## src/rtl/redirect_arbiter_pkg.sv

```systemverilog
//------------------------------------------------------------------------------
// Module   : redirect_arbiter_pkg
// Brief    : Shared widths, redirect source codes and arbiter state encodings.
// Revision : 1.0 - initial release
//------------------------------------------------------------------------------
`default_nettype none

package redirect_arbiter_pkg;

    localparam int C_ROBPTRW = 6;
    localparam int C_ADDRW   = 32;

    typedef enum logic [1:0] {
        SRC_BRU  = 2'b00,
        SRC_LSU  = 2'b01,
        SRC_CSRU = 2'b10
    } src_e;

    typedef enum logic [1:0] {
        IDLE     = 2'b00,
        WAITHEAD = 2'b01,
        DRAIN    = 2'b10
    } state_e;

endpackage

`default_nettype wire

```

## src/rtl/redirect_arbiter_age_cmp.sv

```systemverilog
//------------------------------------------------------------------------------
// Module   : rob_age_cmp
// Brief    : Combinational "a strictly older than b" for wrap-bit ROB pointers.
// Revision : 1.0 - initial release
//------------------------------------------------------------------------------
`default_nettype none

module rob_age_cmp
    import redirect_arbiter_pkg::*;
#(
    parameter int ROBPTRW = C_ROBPTRW
) (
    input  logic [ROBPTRW-1:0] i_a,
    input  logic [ROBPTRW-1:0] i_b,
    output logic               o_older
);

    logic w_same_wrap;

    assign w_same_wrap = (i_a[ROBPTRW-1] == i_b[ROBPTRW-1]);

    // Across a wrap the larger index was allocated first.
    always_comb begin
        if (w_same_wrap) begin
            o_older = (i_a[ROBPTRW-2:0] < i_b[ROBPTRW-2:0]);
        end else begin
            o_older = (i_a[ROBPTRW-2:0] > i_b[ROBPTRW-2:0]);
        end
    end

endmodule

`default_nettype wire

```

## src/rtl/redirect_arbiter.sv

```systemverilog
//------------------------------------------------------------------------------
// Module   : redirect_arbiter
// Brief    : Picks the oldest BRU/LSU/CSRU redirect, holds non-BRU ones until
//            ROB head, emits one registered redirect, then drains.
// Revision : 1.0 - initial release
//------------------------------------------------------------------------------
`default_nettype none

module redirect_arbiter
    import redirect_arbiter_pkg::*;
#(
    parameter int ROBPTRW  = C_ROBPTRW,
    parameter int ADDRW    = C_ADDRW,
    parameter int DRAINCYC = 4
) (
    input  logic               Clk,
    input  logic               Rest,
    input  logic               BruValid,
    input  logic [ROBPTRW-1:0] BruPtr,
    input  logic [ADDRW-1:0]   BruPc,
    input  logic               LsuValid,
    input  logic [ROBPTRW-1:0] LsuPtr,
    input  logic [ADDRW-1:0]   LsuPc,
    input  logic               CsruValid,
    input  logic [ROBPTRW-1:0] CsruPtr,
    input  logic [ADDRW-1:0]   CsruPc,
    input  logic [ROBPTRW-1:0] RobHeadPtr,
    input  logic               RobReLoad,
    output logic               OutRedirect,
    output logic [ROBPTRW-1:0] OutPtr,
    output logic [ADDRW-1:0]   OutPc,
    output logic [1:0]         OutSrc,
    output logic               Busy
);

    localparam int                C_CNTW     = $clog2(DRAINCYC + 1);
    localparam logic [C_CNTW-1:0] C_CNT_LOAD = C_CNTW'(DRAINCYC);
    localparam logic [C_CNTW-1:0] C_CNT_ONE  = C_CNTW'(1);

    state_e               r_state, w_state_n;
    logic [ROBPTRW-1:0]   r_held_ptr, w_held_ptr_n;
    logic [ADDRW-1:0]     r_held_pc, w_held_pc_n;
    logic [1:0]           r_held_src, w_held_src_n;
    logic [ROBPTRW-1:0]   r_kill_ptr, w_kill_ptr_n;
    logic [C_CNTW-1:0]    r_cnt, w_cnt_n;

    logic                 r_out_redirect;
    logic [ROBPTRW-1:0]   r_out_ptr;
    logic [ADDRW-1:0]     r_out_pc;
    logic [1:0]           r_out_src;
    logic                 r_busy;

    logic                 w_lsu_older_csru, w_bru_older_cl, w_in_older_ref;
    logic                 w_cl_valid, w_in_valid;
    logic [ROBPTRW-1:0]   w_cl_ptr, w_in_ptr, w_ref_ptr;
    logic [ADDRW-1:0]     w_cl_pc, w_in_pc;
    logic [1:0]           w_cl_src, w_in_src;

    logic                 w_emit;
    logic [ROBPTRW-1:0]   w_emit_ptr;
    logic [ADDRW-1:0]     w_emit_pc;
    logic [1:0]           w_emit_src;

    rob_age_cmp #(.ROBPTRW(ROBPTRW)) u_cmp_lsu_csru (
        .i_a     (LsuPtr),
        .i_b     (CsruPtr),
        .o_older (w_lsu_older_csru)
    );

    rob_age_cmp #(.ROBPTRW(ROBPTRW)) u_cmp_bru_cl (
        .i_a     (BruPtr),
        .i_b     (w_cl_ptr),
        .o_older (w_bru_older_cl)
    );

    rob_age_cmp #(.ROBPTRW(ROBPTRW)) u_cmp_in_ref (
        .i_a     (w_in_ptr),
        .i_b     (w_ref_ptr),
        .o_older (w_in_older_ref)
    );

    // Strict "older" compares give the CSRU > LSU > BRU tie-break for free.
    always_comb begin
        w_cl_valid = CsruValid | LsuValid;
        if (LsuValid && (!CsruValid || w_lsu_older_csru)) begin
            w_cl_ptr = LsuPtr;
            w_cl_pc  = LsuPc;
            w_cl_src = SRC_LSU;
        end else begin
            w_cl_ptr = CsruPtr;
            w_cl_pc  = CsruPc;
            w_cl_src = SRC_CSRU;
        end

        w_in_valid = w_cl_valid | BruValid;
        if (BruValid && (!w_cl_valid || w_bru_older_cl)) begin
            w_in_ptr = BruPtr;
            w_in_pc  = BruPc;
            w_in_src = SRC_BRU;
        end else begin
            w_in_ptr = w_cl_ptr;
            w_in_pc  = w_cl_pc;
            w_in_src = w_cl_src;
        end

        w_ref_ptr = (r_state == DRAIN) ? r_kill_ptr : r_held_ptr;
    end

    always_comb begin
        w_state_n    = r_state;
        w_held_ptr_n = r_held_ptr;
        w_held_pc_n  = r_held_pc;
        w_held_src_n = r_held_src;
        w_kill_ptr_n = r_kill_ptr;
        w_cnt_n      = r_cnt;
        w_emit       = 1'b0;
        w_emit_ptr   = w_in_ptr;
        w_emit_pc    = w_in_pc;
        w_emit_src   = w_in_src;

        if (RobReLoad) begin
            w_state_n    = IDLE;
            w_held_ptr_n = '0;
            w_held_pc_n  = '0;
            w_held_src_n = '0;
            w_kill_ptr_n = '0;
            w_cnt_n      = '0;
        end else begin
            case (r_state)
                IDLE: begin
                    if (w_in_valid) begin
                        if (w_in_src == SRC_BRU) begin
                            w_emit       = 1'b1;
                            w_state_n    = DRAIN;
                            w_kill_ptr_n = w_in_ptr;
                            w_cnt_n      = C_CNT_LOAD;
                        end else begin
                            w_state_n    = WAITHEAD;
                            w_held_ptr_n = w_in_ptr;
                            w_held_pc_n  = w_in_pc;
                            w_held_src_n = w_in_src;
                        end
                    end
                end

                WAITHEAD: begin
                    if (w_in_valid && w_in_older_ref) begin
                        if (w_in_src == SRC_BRU) begin
                            w_emit       = 1'b1;
                            w_state_n    = DRAIN;
                            w_kill_ptr_n = w_in_ptr;
                            w_cnt_n      = C_CNT_LOAD;
                            w_held_ptr_n = '0;
                            w_held_pc_n  = '0;
                            w_held_src_n = '0;
                        end else begin
                            w_held_ptr_n = w_in_ptr;
                            w_held_pc_n  = w_in_pc;
                            w_held_src_n = w_in_src;
                        end
                    end
                    // Head match sees the entry after any same-cycle replacement.
                    if ((w_state_n == WAITHEAD) && (w_held_ptr_n == RobHeadPtr)) begin
                        w_emit       = 1'b1;
                        w_emit_ptr   = w_held_ptr_n;
                        w_emit_pc    = w_held_pc_n;
                        w_emit_src   = w_held_src_n;
                        w_state_n    = DRAIN;
                        w_kill_ptr_n = w_held_ptr_n;
                        w_cnt_n      = C_CNT_LOAD;
                        w_held_ptr_n = '0;
                        w_held_pc_n  = '0;
                        w_held_src_n = '0;
                    end
                end

                DRAIN: begin
                    if (w_in_valid && w_in_older_ref) begin
                        if (w_in_src == SRC_BRU) begin
                            w_emit       = 1'b1;
                            w_kill_ptr_n = w_in_ptr;
                            w_cnt_n      = C_CNT_LOAD;
                        end else begin
                            w_state_n    = WAITHEAD;
                            w_held_ptr_n = w_in_ptr;
                            w_held_pc_n  = w_in_pc;
                            w_held_src_n = w_in_src;
                            w_cnt_n      = '0;
                        end
                    end else if (r_cnt <= C_CNT_ONE) begin
                        w_state_n = IDLE;
                        w_cnt_n   = '0;
                    end else begin
                        w_cnt_n = r_cnt - C_CNT_ONE;
                    end
                end

                default: begin
                    w_state_n = IDLE;
                end
            endcase
        end
    end

    always_ff @(posedge Clk or negedge Rest) begin
        if (!Rest) begin
            r_state        <= IDLE;
            r_held_ptr     <= '0;
            r_held_pc      <= '0;
            r_held_src     <= '0;
            r_kill_ptr     <= '0;
            r_cnt          <= '0;
            r_out_redirect <= 1'b0;
            r_out_ptr      <= '0;
            r_out_pc       <= '0;
            r_out_src      <= '0;
            r_busy         <= 1'b0;
        end else begin
            r_state        <= w_state_n;
            r_held_ptr     <= w_held_ptr_n;
            r_held_pc      <= w_held_pc_n;
            r_held_src     <= w_held_src_n;
            r_kill_ptr     <= w_kill_ptr_n;
            r_cnt          <= w_cnt_n;
            r_out_redirect <= w_emit;
            r_busy         <= (w_state_n != IDLE);
            if (w_emit) begin
                r_out_ptr <= w_emit_ptr;
                r_out_pc  <= w_emit_pc;
                r_out_src <= w_emit_src;
            end
        end
    end

    assign OutRedirect = r_out_redirect;
    assign OutPtr      = r_out_ptr;
    assign OutPc       = r_out_pc;
    assign OutSrc      = r_out_src;
    assign Busy        = r_busy;

endmodule

`default_nettype wire

```

## config.mk

```make
export PLATFORM = sky130hd
export DESIGN_NAME = redirect_arbiter
export DESIGN_NICKNAME = d
export VERILOG_FILES = /design/src/rtl/redirect_arbiter_pkg.sv /design/src/rtl/redirect_arbiter_age_cmp.sv /design/src/rtl/redirect_arbiter.sv
export SDC_FILE = /design/constraint.sdc
export NUM_CORES = 1
export LEC_CHECK = 0
export CORE_MARGIN = 4
export CORE_UTILIZATION = 65
export CTS_CLUSTER_DIAMETER = 40
export DETAILED_ROUTE_END_ITERATION = 6
export DONT_BUFFER_PORTS = 1
export PLACE_DENSITY = 0.84
export SLEW_MARGIN = 5
export SYNTH_ARGS = -nofsm -noshare
export SYNTH_HDL_FRONTEND = slang
export SYNTH_HIERARCHICAL = 1
export SYNTH_SLANG_ARGS = --single-unit
export TNS_END_PERCENT = 30
```

## constraint.sdc

```tcl
create_clock -name Clk -period 5.2 [get_ports Clk]
set_clock_uncertainty 0.05 [all_clocks]
set_input_delay 0 -clock Clk [delete_from_list [all_inputs] [get_ports Clk]]
set_output_delay 0 -clock Clk [all_outputs]
set_load 0.1 [all_outputs]
```

==> reports/results.ini <==
[critical_path]
r2r_setup_slack_ps = 740
critPathTopFamily = compound AO/OA/AOI/OAI gates
cpMaxStageDelayCell = o21ai_0
r2r_start = r_state[0]
arrival_ps = 5840
start_kind = primary input
cp_common_cell = buf_4
worstPathRequired_ps = 5410
cpPeakStageDelay_ps = 340
path_buf_inv = 8
path_class = primary input to flop
cp-end-kind = flop
path_depth = 33
ff2ff_path_depth = 20
worstReg2RegEnd = r_held_pc[16]
crit_fanout = 40

[place]
place_hpwl_um = 15500
port_buffers = 0
routabilityCongestion = 0.954
place_inst = 945

[cts]
numCtsBuffers = 9
tritoncts = yes
cts_max_level = 3
clock_path_buffers = 2
path_clk_slew_ps = 100
clock_latency_ps = 380
cts-root-buf = clkbuf_8
cts_sinks = 93

[floorplanning]
initial_utilization_pct = 67.0
row_count = 37
chipHeight_um = 111
ios = 168
die-area_um2 = 12400
core_um2 = 10300
die_x_um = 111

[global_routing]
grt_pass1_wl_um = 40300
grt_start_max_net_pins = 94
grt_use_total_pct = 40.3
grt_overflow = 0
antenna_found_initial = 1
first_global_vias = 7467

[sta]
rsz0062_at_grt = true
fin_ws_ps = -436
fmax_mhz = 177
period_share_pct = 108
slew_headroom_pct = 23.2
setup_tns_ps = -26690
tightest_slew_ps = 1150
post-route-min-period_ps = 5640
maxSlewViolCount = 0
hold_viol = 0
setup_viol = 93
whs_ps = 2.22

[logic_synthesis]
synth_top_area_cell = dfrtp_1
synth_nets = 945
synth_top_cells_by_count = a21oi_1 (108), dfrtp_1 (93), o21ai_0 (86), mux2i_1 (70), nand2_1 (56)
ys_top_cells_by_area = dfrtp_1 (34%), mux2i_1 (10%), a21oi_1 (7.8%), mux2_2 (7.0%), o21ai_0 (6.2%)
netlist_area_um2 = 6910
ys.flop_type = dfrtp_1
yosys_warnings = 6
ys_seq_area_share_pct = 33.7
yosysMostFrequentCell = a21oi_1
ys_types = 60
yosys_register_bits = 93
netlist_instances = 798
synth_top_area_share_pct = 33.7
synth_edf_count = 0
syn_area_per_cell_um2 = 8.66
synthArstFlopShare_pct = 100

[drt]
drt_iter0_markers = 1038
first_pass_iters = 7
wl_per_cell_um = 26.2
num_vias = 7478
ant_nets = 0
drt_wl_total_um = 27000
routed_via_density = 7.25
drc = 0

[status]
outcome = finished with violations
violations = negative setup slack

[worst_hold_path]
min_to = r_held_pc[4]
hold_path_depth = 4
hp-class = primary input to flop
min_from = LsuPc[4]

[power]
switching_share_pct = 56.7
power_frac_seq_pct = 43.2
power_mw = 5.68
p_comb_share_pct = 46.6
netSwitchingPower_mw = 3.22
peakVddDrop_v = 0.000464
p_leak_nw = 4.07
p_per_area_nw_per_um2 = 626
pwr-share-clk_pct = 10.2
p_int_mw = 2.46

[cells_and_area]
final_cells = 1031
nets = 1037
drive_gt1_share_pct = 28.6
synthToLayoutAreaGrowth_pct = 31.2
n_fill_cell = 490
n_antenna_cell = 0

[flow_run]
cap_violations = 0

==> kinds of logic after synthesis <==
family | Yosys count | share of synthesized area, %
AO/OA/AOI/OAI | 262 | 22.9
buffers and inverters | 99 | 6.26
flip-flops | 93 | 33.7
AND/OR/NAND/NOR | 197 | 14.0
adder cells (fa/ha/maj) | 21 | 3.80
XOR/XNOR | 3 | 0.380
multiplexers | 123 | 19.0
==> metal layers <==
layer / track usage, % / vias to the layer above / wire length, um
li1: - / 3095 / -
met1: 50.6 / 3490 / 9380
met4: 18.6 / 0 / 1640
met2: 68.1 / 726 / 12900
met5: 0 / - / 0
met3: 6.60 / 167 / 3120
==> through the flow <==
step	setup slack (ps)	utilization [%]	instance area, um^2
after detailed placement	-710	74.7	7710
final	-436	87.9	9070
after global placement	-584	74.7	7710
after CTS	-208	85.4	8820
after floorplan	-471	-	7180
after global routing	-608	87.9	9070
==> power by group through the flow <==
stage	clock, mW	sequential (mW)	combinational (mW)
after floorplan	0	2.33	1.51
after global placement	0	2.41	2.06
after detailed placement	0	2.43	2.14
after CTS	0.565	2.42	2.37
after global routing	0.594	2.47	2.81
final	0.579	2.46	2.65
==> final cells by class <==
class | instances | area (um^2) | area share, %
Clock buffer | 11 | 141 | 1.56
Timing Repair Buffer | 142 | 1420 | 15.6
Sequential cell | 93 | 2330 | 25.7
Multi-Input combinational cell | 606 | 4760 | 52.5
Inverter | 38 | 173 | 1.90
Tap cell | 136 | 170 | 1.88
Clock inverter | 5 | 82.6 | 0.910
==> how the worst max path moves through the flow <==
stage	end	slack (ps)	startpoint
6_report	r_held_pc[16]	-440	CsruPtr[4]
5_1_grt	r_held_pc[16]	-610	CsruPtr[4]
4_1_cts	OutPtr[1]	-210	CsruPtr[4]
3_5_place_dp	OutPc[27]	-710	CsruPtr[2]
3_3_place_gp	OutPc[8]	-580	CsruPtr[2]
2_1_floorplan	OutPc[0]	-470	CsruPtr[4]
==> worst register-to-register path, stage by stage (launching register included) <==
cell and delay (ps):
dfrtp_1 440, inv_1 130, ha_1 370, mux2_2 380, inv_1 110, ha_4 230
a21oi_1 160, o221ai_2 120, mux2i_2 210, buf_4 160, o31ai_4 80, and2_4 150
buf_4 130, buf_4 130, o21ai_2 190, nand2_1 170, buf_4 180, a31oi_4 200
nand4_1 190, buf_12 230, o21ai_0 350
==> repair_timing <==
action	in CTS	in global routing
setup buffers	14	5
resized for setup	54	31
cloned	2	2
hold buffers	47	0
endpoints found under the hold margin	140	0
pin swaps	6	19
setup endpoints to repair	90	93
==> flip-flops by register name, summed over array words and instances, names as in the netlist <==
| register | count |
|---|---|
| r_state | 2 |
| r_held_ptr | 6 |
| r_cnt | 3 |
| Busy | 1 |
| OutRedirect | 1 |
| r_kill_ptr | 6 |
| OutPtr | 6 |
| OutPc | 32 |
| OutSrc | 2 |
| r_held_src | 2 |
| r_held_pc | 32 |
==> layout by cell type, fill, tap and decap left out, drive strengths merged, types with 13 or more instances in the layout <==
cell type / count
nor2: 54
mux2: 53
nand3: 18
mux2i: 70
a21oi: 109
dfrtp: 93
nor4: 35
nand2: 58
clkbuf: 13
inv: 38
dlygate4sd3: 46
ha: 21
buf: 94
o21ai: 95
Note: power is estimated with default switching activity, not from simulation.
